$ cat src/rtl/chip8_loader_pkg.sv
// Shared types and constants for the CHIP-8 program loader.
package chip8_loader_pkg;

    typedef enum logic [2:0] {
        ST_IDLE,
        ST_LEN_H,
        ST_LEN_L,
        ST_DATA,
        ST_CSUM
    } state_t;

    localparam logic [1:0] ERR_NONE    = 2'd0;
    localparam logic [1:0] ERR_LEN     = 2'd1;
    localparam logic [1:0] ERR_CSUM    = 2'd2;
    localparam logic [1:0] ERR_TIMEOUT = 2'd3;

    localparam logic [7:0] SYNC_DEFAULT      = 8'hC8;
    localparam int         LOAD_BASE_DEFAULT = 512;

    // A length is usable when it is non-zero and the image still ends inside memory.
    function automatic logic len_ok(input logic [15:0] len, input int unsigned max_len);
        return (len != 16'd0) && ({16'd0, len} <= max_len);
    endfunction

endpackage

$ cat src/rtl/chip8_loader_byte_timeout.sv
// Inter-byte idle counter: expire is raised on the cycle the count would reach TIMEOUT_CYCLES.
module byte_timeout #(
    parameter int TIMEOUT_CYCLES = 1000000
) (
    input  logic clk,
    input  logic rst_n,
    input  logic clr,
    input  logic en,
    output logic expire
);

    localparam int CW = $clog2(TIMEOUT_CYCLES + 1);

    logic [CW-1:0] cnt;

    always_ff @(posedge clk) begin
        if (!rst_n) begin
            cnt <= '0;
        end else if (clr || !en) begin
            cnt <= '0;
        end else begin
            cnt <= cnt + 1'b1;
        end
    end

    // A clear on the expiring cycle suppresses the expiry, so a late-but-in-time byte wins.
    assign expire = en && !clr && (cnt == CW'(TIMEOUT_CYCLES - 1));

endmodule

$ cat src/rtl/chip8_loader.sv
// Parses SYNC/LEN/payload/CSUM frames from the UART byte stream into program memory and gates run.
module chip8_loader
    import chip8_loader_pkg::*;
#(
    parameter int         DATA_WIDTH     = 8,
    parameter int         ADDR_WIDTH     = 12,
    parameter int         LOAD_BASE      = LOAD_BASE_DEFAULT,
    parameter logic [7:0] SYNC_BYTE      = SYNC_DEFAULT,
    parameter int         TIMEOUT_CYCLES = 1000000
) (
    input  logic                  clk,
    input  logic                  rst_n,
    input  logic [DATA_WIDTH-1:0] rx_i,
    input  logic                  rx_i_v,
    output logic                  we,
    output logic [ADDR_WIDTH-1:0] waddr,
    output logic [DATA_WIDTH-1:0] d,
    output logic                  run,
    output logic                  done,
    output logic                  err,
    output logic [1:0]            err_code
);

    localparam int unsigned MAX_LEN = (1 << ADDR_WIDTH) - LOAD_BASE;

    state_t                state;
    logic [7:0]            len_hi;
    logic [15:0]           len;
    logic [15:0]           idx;
    logic [DATA_WIDTH-1:0] sum;
    logic [DATA_WIDTH-1:0] sum_next;
    logic [15:0]           len_rx;
    logic                  tmo_en;
    logic                  expire;

    assign sum_next = sum + rx_i;
    assign len_rx   = {len_hi, rx_i[7:0]};
    assign tmo_en   = (state != ST_IDLE);

    byte_timeout #(
        .TIMEOUT_CYCLES(TIMEOUT_CYCLES)
    ) u_timeout (
        .clk   (clk),
        .rst_n (rst_n),
        .clr   (rx_i_v),
        .en    (tmo_en),
        .expire(expire)
    );

    always_ff @(posedge clk) begin
        if (!rst_n) begin
            state    <= ST_IDLE;
            len_hi   <= '0;
            len      <= '0;
            idx      <= '0;
            sum      <= '0;
            we       <= 1'b0;
            waddr    <= '0;
            d        <= '0;
            run      <= 1'b0;
            done     <= 1'b0;
            err      <= 1'b0;
            err_code <= ERR_NONE;
        end else begin
            we   <= 1'b0;
            done <= 1'b0;
            err  <= 1'b0;
            if (rx_i_v) begin
                case (state)
                    ST_IDLE: begin
                        if (rx_i[7:0] == SYNC_BYTE) begin
                            run      <= 1'b0;
                            err_code <= ERR_NONE;
                            sum      <= '0;
                            state    <= ST_LEN_H;
                        end
                    end
                    ST_LEN_H: begin
                        len_hi <= rx_i[7:0];
                        state  <= ST_LEN_L;
                    end
                    ST_LEN_L: begin
                        if (len_ok(len_rx, MAX_LEN)) begin
                            len   <= len_rx;
                            idx   <= '0;
                            state <= ST_DATA;
                        end else begin
                            err      <= 1'b1;
                            err_code <= ERR_LEN;
                            state    <= ST_IDLE;
                        end
                    end
                    ST_DATA: begin
                        we    <= 1'b1;
                        waddr <= ADDR_WIDTH'(LOAD_BASE) + ADDR_WIDTH'(idx);
                        d     <= rx_i;
                        sum   <= sum_next;
                        idx   <= idx + 16'd1;
                        if (idx == len - 16'd1) begin
                            state <= ST_CSUM;
                        end
                    end
                    ST_CSUM: begin
                        if (sum_next == '0) begin
                            done <= 1'b1;
                            run  <= 1'b1;
                        end else begin
                            err      <= 1'b1;
                            err_code <= ERR_CSUM;
                        end
                        state <= ST_IDLE;
                    end
                    default: state <= ST_IDLE;
                endcase
            end else if (expire) begin
                err      <= 1'b1;
                err_code <= ERR_TIMEOUT;
                state    <= ST_IDLE;
            end
        end
    end

endmodule

$ cat config.mk
export PLATFORM = sky130hd
export DESIGN_NAME = chip8_loader
export DESIGN_NICKNAME = d
export VERILOG_FILES = /design/src/rtl/chip8_loader_pkg.sv /design/src/rtl/chip8_loader_byte_timeout.sv /design/src/rtl/chip8_loader.sv
export SDC_FILE = /design/constraint.sdc
export NUM_CORES = 1
export LEC_CHECK = 0
export BUFFER_PORTS_ARGS = -buffer_cell sky130_fd_sc_hd__buf_2
export CORE_MARGIN = 3
export CORE_UTILIZATION = 60
export DETAILED_ROUTE_END_ITERATION = 8
export HOLD_SLACK_MARGIN = 0.15
export MAX_ROUTING_LAYER = met4
export PLACE_DENSITY_LB_ADDON = 0.2
export RECOVER_POWER = 100
export SYNTH_ARGS = -nofsm -noshare
export SYNTH_HDL_FRONTEND = slang
export SYNTH_SLANG_ARGS = --single-unit
$ cat constraint.sdc
create_clock -name clk -period 4.08 [get_ports clk]
set_input_delay 1.224 -clock clk [delete_from_list [all_inputs] [get_ports clk]]
set_output_delay 1.224 -clock clk [all_outputs]
set_load 0.01 [all_outputs]
==> summary.md <==
| Metric | Value |
|---|---|
| Status | `complete, but fails checks` |
| Violated checks | `max-capacitance violations, max-slew violations` |
| Routed wl met3 | `476 µm` |
| Fin crit period | `3510 ps` |
| Critical-path top delay cell | `clkbuf_1` |
| Iter 0 DRT Violations | `253` |
| Max FO, Critical Path | `39` |
| Largest stage delay, worst path | `820 ps` |
| Final hold vios | `0` |
| Number of flops mapped to enable cells by yosys | `0` |
| Post-DP HPWL | `7940 µm` |
| CTS root buf | `clkbuf_8` |
| Final setup violation count | `0` |
| Leak | `1.90 nW` |
| Final wirelength | `11200 µm` |
| Worst Path Required | `4340 ps` |
| Clk Latency, worst-skew pair | `370 ps` |
| Layout cells sized above 1 | `5.63%` |
| Pre-CTS WS | `450 ps` |
| CTS tree | `built` |
| # Post-CTS Setup Buffers | `0` |
| Global-route wire length before repair | `18800 µm` |
| Grt total ovfl | `0` |
| Initial Util | `63.4%` |
| Nets | `622` |
| Placer Congestion | `0.947` |
| Core Region | `7410 µm²` |
| FMAX | `285 MHz` |
| H-tree depth | `3` |
| Vias in the first global route | `4046` |
| CTS Hold Buffers Added | `0` |
| Cells after Synth | `571` |
| Crit path DAT | `3770 ps` |
| Worst setup SP type | `input port` |
| DRT Pass-1 Iters | `5` |
| Setup TNS | `0 ps` |
| DRC | `0` |
| Most frequent cell on the critical path | `clkbuf_1` |
| Antenna violations before repair | `0` |
| Post-CTS resize count | `0` |
| FFs w/ async S/R, synth | `0%` |
| Tightest Pin Transition | `1810 ps` |
| Final Max Tran Viols | `40` |
| Die ar. | `8920 µm²` |
| Inserted Diodes | `0` |
| GRT Total Usage | `27.2%` |
| Clock Sinks | `97` |
| Fill count | `641` |
| Post-Syn Area per Cell | `8.22 µm²` |
| WL/cell | `16.0 µm` |
| DR WL met2 | `5710 µm` |
| CTS buffer count | `9` |
| Synth Register Bits | `97` |
| Met1 WL | `4830 µm` |
| Yosys warnings | `0` |
| Highest routed layer | `met4` |
| Max Root-Sink Buffers | `2` |
| Worst setup path class | `in2reg` |
| Worst setup EP type | `flop` |
| Power Density | `373 nW/µm²` |
| CP cell instances | `clkbuf_1, clkinv_1, clkbuf_1, a211oi_1` |
| Vias per cell | `5.95` |
| Hold WC Path Type | `reg2reg` |
| Die Ht | `94.4 µm` |
| DIE WIDTH | `94.4 µm` |
| Largest net degree at the start of global routing | `40` |
| Worst vdd ir | `232 µV` |
| Setup ws final | `568 ps` |
| Max_cap viols | `1` |
| Yosys cell types | `55` |
| Syn_nets | `594` |
| Share of the yosys chip area belonging to registers | `41.4%` |
| Slew Limit Headroom | `-20.7%` |
| Ports | `37` |
| Synth Cell Area | `4690 µm²` |
| Clock skew | `9.02 ps` |
| Main synth FF type | `dfxtp_1` |
| Area delta synth->final | `9.01%` |
| Row cnt | `31` |
| Antenna Nets Post-Route | `0` |
| Clk pin slew, worst setup/hold paths | `90 ps` |
| Via count | `4182` |
| Fin crit share | `86.1%` |
| Hold slack | `457 ps` |
| RSZ-0062 raised after global routing | `no` |
| Number of port buffers | `36` |
area by class of cell:
| class | instances | area [µm²] | area share, % |
|---|---|---|---|
| Tap cell | 99 | 124 | 2.42 |
| Clock buffer | 11 | 151 | 2.96 |
| Sequential cell | 97 | 1940 | 38.0 |
| Multi-Input combinational cell | 445 | 2600 | 50.8 |
| Clock inverter | 5 | 108 | 2.10 |
| Inverter | 5 | 18.8 | 0.367 |
| Timing Repair Buffer | 41 | 173 | 3.37 |
synth_stat cells, types with 3 or more instances:
library cell  count  area (µm²)
nand2_1         107         402
dfxtp_1          97        1940
nor2_1           56         210
a21oi_1          54         270
xor2_1           36         315
nand3_1          27         135
clkbuf_1         21        78.8
xnor2_1          19         166
and3_1           17         106
nor3_1           13        65.1
ha_1             11         138
nand4_1           9        56.3
a21o_1            7        52.6
o21ai_0           7        35.0
or3_1             7        43.8
a211oi_1          6        45.0
a31oi_1           6        37.5
a22oi_1           5        37.5
and2_1            5        31.3
nor4_1            5        31.3
o21a_1            4        30.0
and4_1            3        26.3
buf_6             3        33.8
inv_1             3        11.3
nand2b_1          3        18.8
or4_1             3        22.5
cell usage in the layout (no fill, tap or decap), drive strengths merged, types with 3 or more instances in the layout:
cell type	Yosys	routed
or4	5	5
dfxtp	97	97
or3	7	7
a211oi	8	8
nand2b	3	3
and2	5	5
inv	4	6
nor3	14	14
nor4	7	7
nand4	9	9
nand2	108	108
a21oi	54	54
bufinv	0	3
o21ai	8	8
ha	11	11
xor2	36	36
xnor2	19	19
and4	3	3
clkbuf	21	43
and3	17	17
a21o	7	7
o211ai	3	3
a22oi	5	5
o21a	4	4
a31oi	6	6
nand3	27	27
nor2	56	56
buf	3	9
power breakdown:
part | total [mW] | internal [mW] | switching (mW)
sequential | 0.973 | 0.958 | 0.0143
clock | 0.786 | 0.445 | 0.340
combinational | 0.152 | 0.0517 | 0.101
per-layer routing:
| layer | vias to the layer above | GRT usage [%] |
|---|---|---|
| met4 | 0 | 9.51 |
| met5 | - | - |
| met1 | 2008 | 32.9 |
| met3 | 25 | 4.38 |
| li1 | 2040 | - |
| met2 | 109 | 46.0 |
path summary, 6_finish.rpt:
kind,start,endpoint,slack (ps),cells after the start
setup / recovery,rst_n,waddr[9],570,4
setup reg to reg,len_hi[0],err_code[0],1420,7
hold reg to reg,d[7],d[7],460,2
hold / removal,d[7],d[7],460,2
cell families after synthesis:
family / count (synthesis) / synth area share [%]
adder cells (fa/ha/maj): 12 / 3.36
XOR/XNOR: 55 / 10.3
flip-flops: 97 / 41.4
buffers and inverters: 29 / 2.80
multiplexers: 1 / 0.240
AND/OR/NAND/NOR: 267 / 27.1
AO/OA/AOI/OAI: 110 / 14.8
state kept, by name, summed over array words and instances (netlist names), 2 cells and up:
register,cells
d,8
err_code,2
idx,16
len,16
len_hi,8
state,3
sum,8
u_timeout.cnt,20
waddr,12
worst max-delay path: cells and delay by family:
kind	cells	cell delay, ps
compound gates	1	420
buf+inv	3	2110
stage by stage:
| step | power, mW | util [%] | instances | area, µm² |
|---|---|---|---|---|
| global route | 1.98 | 69.1 | 703 | 5120 |
| CTS | 1.92 | 70.0 | 703 | 5180 |
| global placement | 1.14 | 66.5 | 687 | 4920 |
| detailed placement | 1.15 | 66.5 | 687 | 4920 |
| floorplan | 1.11 | - | 571 | 4690 |
| finish | 1.91 | 69.1 | 703 | 5120 |
Power figures use the tool's default switching activity.
